File: src/rtl/wb_queue.sv
// Write-back FIFO in front of the register file's write port, with two hazard lookup ports.
// Define WBQ_BYPASS_EN to build youngest-match forwarding on FwdData1/2; otherwise those outputs are tied to 0.
module wb_queue #(
    parameter int DEPTH = 4,
    parameter int PTRW  = 2
) (
    input  logic            Clk,
    input  logic            Reset_n,
    input  logic            WbValid,
    output logic            WbReady,
    input  logic [4:0]      WbReg,
    input  logic [31:0]     WbData,
    input  logic            DrainEn,
    output logic            RegWrite,
    output logic [4:0]      WriteRegister,
    output logic [31:0]     WriteData,
    input  logic [4:0]      LookupReg1,
    input  logic [4:0]      LookupReg2,
    output logic            Pending1,
    output logic            Pending2,
    output logic [31:0]     FwdData1,
    output logic [31:0]     FwdData2,
    output logic [PTRW:0]   Count
);
    localparam logic [PTRW:0]   FULL = (PTRW + 1)'(DEPTH);
    localparam logic [PTRW:0]   CNT1 = (PTRW + 1)'(1);
    localparam logic [PTRW-1:0] PTR1 = PTRW'(1);

    logic [DEPTH-1:0]         vld_q, vld_d;
    logic [DEPTH-1:0][4:0]    reg_q;
    logic [DEPTH-1:0][31:0]   data_q;
    logic [PTRW-1:0]          head_q, tail_q;
    logic [PTRW:0]            cnt_q;
    logic                     push, pop, nonempty;

    assign nonempty = (cnt_q != '0);
    assign WbReady  = Reset_n && (cnt_q != FULL);
    // Writes to $zero complete the handshake but are dropped here.
    assign push     = WbValid && WbReady && (WbReg != 5'd0);
    assign pop      = Reset_n && DrainEn && nonempty;

    assign RegWrite      = pop;
    assign WriteRegister = nonempty ? reg_q[head_q]  : 5'd0;
    assign WriteData     = nonempty ? data_q[head_q] : 32'd0;
    assign Count         = cnt_q;

    always_comb begin
        vld_d = vld_q;
        if (pop)  vld_d[head_q] = 1'b0;
        if (push) vld_d[tail_q] = 1'b1;
    end

    always_ff @(posedge Clk or negedge Reset_n) begin
        if (!Reset_n) begin
            head_q <= '0;
            tail_q <= '0;
            cnt_q  <= '0;
            vld_q  <= '0;
        end else begin
            vld_q <= vld_d;
            if (push) tail_q <= tail_q + PTR1;
            if (pop)  head_q <= head_q + PTR1;
            case ({push, pop})
                2'b10:   cnt_q <= cnt_q + CNT1;
                2'b01:   cnt_q <= cnt_q - CNT1;
                default: cnt_q <= cnt_q;
            endcase
        end
    end

    // Payload storage needs no reset: vld_q and cnt_q gate every use of it.
    always_ff @(posedge Clk) begin
        if (push) begin
            reg_q[tail_q]  <= WbReg;
            data_q[tail_q] <= WbData;
        end
    end

    always_comb begin
        Pending1 = 1'b0;
        Pending2 = 1'b0;
        for (int i = 0; i < DEPTH; i++) begin
            if (vld_q[i] && (reg_q[i] == LookupReg1) && (LookupReg1 != 5'd0)) Pending1 = 1'b1;
            if (vld_q[i] && (reg_q[i] == LookupReg2) && (LookupReg2 != 5'd0)) Pending2 = 1'b1;
        end
    end

`ifdef WBQ_BYPASS_EN
    // Walk oldest to youngest so the last match wins.
    always_comb begin
        logic [PTRW-1:0] idx;
        idx      = '0;
        FwdData1 = '0;
        FwdData2 = '0;
        for (int k = 0; k < DEPTH; k++) begin
            idx = head_q + PTRW'(k);
            if (vld_q[idx] && (reg_q[idx] == LookupReg1)) FwdData1 = data_q[idx];
            if (vld_q[idx] && (reg_q[idx] == LookupReg2)) FwdData2 = data_q[idx];
        end
    end
`else
    assign FwdData1 = '0;
    assign FwdData2 = '0;
`endif

endmodule
File: config.mk
export PLATFORM = sky130hd
export DESIGN_NAME = wb_queue
export DESIGN_NICKNAME = d
export VERILOG_FILES = /design/src/rtl/wb_queue.sv
export SDC_FILE = /design/constraint.sdc
export NUM_CORES = 1
export LEC_CHECK = 0
export ABC_AREA = 1
export CAP_MARGIN = 20
export CORE_ASPECT_RATIO = 2
export CORE_MARGIN = 2
export CORE_UTILIZATION = 52
export DETAILED_ROUTE_END_ITERATION = 10
export DONT_BUFFER_PORTS = 1
export PLACE_DENSITY = 0.67
export SLEW_MARGIN = 20
export SYNTH_ARGS = -nofsm -noshare
export SYNTH_HDL_FRONTEND = slang
export SYNTH_SLANG_ARGS = --single-unit
File: constraint.sdc
create_clock -name Clk -period 3.1 [get_ports Clk]
set_input_delay 0.62 -clock Clk [delete_from_list [all_inputs] [get_ports Clk]]
set_output_delay 0.62 -clock Clk [all_outputs]
set_load 0.02 [all_outputs]
==> qor.csv <==
stage;metric;value;unit
status;status;finished, final reports clean;
clock_network;htree_levels;4;
critical_path;ff2ff_setup_slack;810;ps
floorplanning;start_util;53.1;%
layout;fin_cells;997;
clock_network;clk_latency;430;ps
clock_network;clk_pin_slew_worst_paths;80;ps
critical_path;crit_path_top_delay_cell;dfrtp_1;
sta;final.setup_skew;12.4;ps
place;dpl-instance-area;7860;um^2
critical_path;crit_type;reg -> out;
sta;worst_slew_pin_slew;621;ps
layout;fin_nets;853;
clock_network;cts_buffer_depth;2;
layout;final_cell_area;8470;um^2
routing;drtIter0Drc;310;
routing;first_pass_iters;5;
layout;antennaDiodeCount;0;
global_routing;antenna_found_initial;0;
floorplanning;dieArea;15600;um^2
floorplanning;fp.dieW;89.4;um
sta;final.min_clock_period;2770;ps
synth;synth_cells;752;
critical_path;cp_slowest_stage_delay;480;ps
clock_network;cts_resized;0;
power;pwr-share-seq;33.9;%
worst_hold_path;whs_path_depth;0;
critical_path;cpMostUsedCell;buf_4;
layout;final_util;59.4;%
flow_run;cap_violations;0;
clock_network;cts_made_buffers;17;
routing;vias_per_cell;5.21;
synth;synthTopCellsByCount;nor2_1, edfxtp_1, nand2_1;
power;leakagePower;3.40;nW
critical_path;crit-reg2reg-capture;data_q[43];
synth;ys_warn_count;0;
sta;fin_tns_setup;0;ps
layout;layout-drive-gt1-share;11.4;%
sta;max_freq;0.361;GHz
worst_hold_path;min-delay-start;WbData[18];
synth;syn_area_per_cell;10.1;um^2
floorplanning;io-pin-count;159;
synth;synth-seq-cells;159;
power;power_density;966;nW/um^2
power;ir_worst_vdd;0.574;mV
synth;synth_edf_count;148;
clock_network;clock_sinks;159;
critical_path;r2r-start;Count[1];
place;gp_congestion;1.02;
critical_path;startpoint;Count[1];
routing;ant_nets;0;
worst_hold_path;hold_class;in -> reg;
synth;yosysSeqAreaShare;62.3;%
routing;wl;18.1;mm
synth;synthArstFlopShare;6.92;%
layout;fillers;1192;
global_routing;grt_start_max_net_pins;70;
routing;wire_per_inst;18.2;um
power;pwr-share-comb;40.8;%
clock_network;cts_root_buf;clkbuf_16;
synth;synth_area;7580;um^2
worst_hold_path;hold_path_end;data_q[50];
critical_path;critPathLaunchType;flop;
synth;synth_area_leader_cell;edfxtp_1;
global_routing;grt_pass1_wl;27.7;mm
synth;synth.distinct_cells;24;
synth;synth_top_area_share;58.6;%
global_routing;grt_pass1_vias;5282;
routing;vias;5193;
floorplanning;die_h;175;um
sta;relSlewSlack;58.6;%
sta;hold_viol_final;0;
place;io_buffers;0;
place;dp_hpwl;11.8;mm
power;switchingPower;3.32;mW
critical_path;required;2480;ps
power;total_power;8.18;mW
critical_path;r2r.worst_path.cells;6;
power;internal-power;4.86;mW
critical_path;worstPathArrival;2150;ps
global_routing;grt_usage;24.2;%
synth;yosysMostFrequentCell;nor2_1;
layout;syn2layout_area_growth;11.8;%
critical_path;cp_cell_sequence;inv_1, nand3_1, inv_2, buf_4, a21oi_1, buf_4;
place;dpl.cell_count;964;
sta;fin_crit_sh;89.4;%
synth;yosys-top-cells-area;edfxtp_1, nor2_1, buf_4, nand2_1, dfrtp_1;
routing;route.detailed.drc;0;
critical_path;critPathCaptureType;primary output;
sta;setup_viol;0;
synth;synth-main-ff-cell;edfxtp_1;
sta;rsz0062_at_grt;false;
sta;final_max_slew_viol_count;0;
floorplanning;coreArea;14300;um^2
global_routing;grt.overflow.total;0;
floorplanning;rows;62;
critical_path;cp_max_fo;19;
clock_network;cts_tree;built;
power;clkPwrFrac;25.3;%
power;p_sw_share;40.6;%
cell usage in the layout (no fill, tap or decap):
| cell type | synthesis | routed |
|---|---|---|
| clkinv_8 | 0 | 6 |
| fa_1 | 1 | 1 |
| nor2_1 | 170 | 166 |
| xnor2_1 | 1 | 1 |
| dlygate4sd3_1 | 0 | 1 |
| a31oi_4 | 1 | 1 |
| inv_6 | 0 | 2 |
| o21ai_1 | 31 | 31 |
| clkinv_2 | 0 | 1 |
| nand3_2 | 1 | 1 |
| nand3_1 | 12 | 12 |
| a21oi_1 | 49 | 49 |
| clkbuf_16 | 0 | 17 |
| nor3_1 | 3 | 3 |
| clkinv_4 | 0 | 2 |
| inv_1 | 42 | 42 |
| conb_1 | 1 | 64 |
| nand2_1 | 119 | 119 |
| buf_4 | 65 | 46 |
| inv_2 | 3 | 3 |
| o21ai_0 | 54 | 54 |
| inv_8 | 0 | 4 |
| ha_1 | 9 | 9 |
| buf_12 | 0 | 4 |
| xor2_1 | 3 | 3 |
| nor2_4 | 0 | 4 |
| edfxtp_1 | 148 | 148 |
| dfrtp_1 | 11 | 10 |
| dfrtp_2 | 0 | 1 |
per-stage QoR:
stage / hold slack, ps / setup slack (ps)
2_1_floorplan: 324 / -100
6_report: 276 / 327
3_5_place_dp: 325 / 658
4_1_cts: 266 / 330
3_3_place_gp: 325 / 657
5_1_grt: 265 / 181
what timing repair did:
item	CTS	global route
setup endpoints to repair	0	0
endpoints found under the hold margin	11	0
hold buffers	1	0
setup buffers	0	0
critical path, delay by kind of cell (launching register included):
kind | cells | cell delay (ps)
flops | 1 | 480
simple gates | 1 | 150
buf+inv | 4 | 1010
compound gates | 1 | 80
power groups by stage:
stage	clock network [mW]	logic, mW	registers, mW
finish	2.07	3.34	2.77
global placement	0	3.29	2.81
floorplan	0	2.24	2.80
detailed placement	0	3.34	2.82
global route	2.19	3.66	2.80
CTS	2.11	3.36	2.77
registers in the layout, indices dropped and copies added (netlist names):
name and flops:
vld_q 4, tail_q 2, data_q 128, Count 3
head_q 2, reg_q 20
how the worst max path moves through the flow:
stage,end,slack (ps),cells past startpoint
after floorplan,data_q[0],-100,5
after global placement,Count[2],660,9
after detailed placement,Count[2],660,9
after CTS,WriteData[22],330,6
after global routing,WriteData[22],180,6
final,WriteData[21],330,6
per-layer routing:
layer / wire length, um / GRT usage [%]
met2: 10000 / 42.3
met4: 850 / 14.6
met3: 1050 / 4.82
met5: 0 / 0
met1: 6160 / 25.7
cell type report:
type | instances | area, um^2 | area share (%)
Sequential cell | 159 | 4720 | 55.7
Multi-Input combinational cell | 518 | 2300 | 27.1
Timing Repair Buffer | 51 | 435 | 5.14
Clock buffer | 17 | 425 | 5.02
Tap cell | 192 | 240 | 2.84
Clock inverter | 15 | 183 | 2.16
Inverter | 45 | 169 | 1.99
cells by family after synthesis:
| logic type | Yosys count | share of synthesized area, % |
|---|---|---|
| simple gates | 305 | 15.4 |
| other cells | 1 | 0.0495 |
| flops | 159 | 62.3 |
| compound gates | 135 | 9.13 |
| buf+inv | 138 | 10.9 |
| fa+ha+maj | 10 | 1.75 |
| xor+xnor | 4 | 0.462 |
No activity file was read; power rests on OpenSTA's default activity.
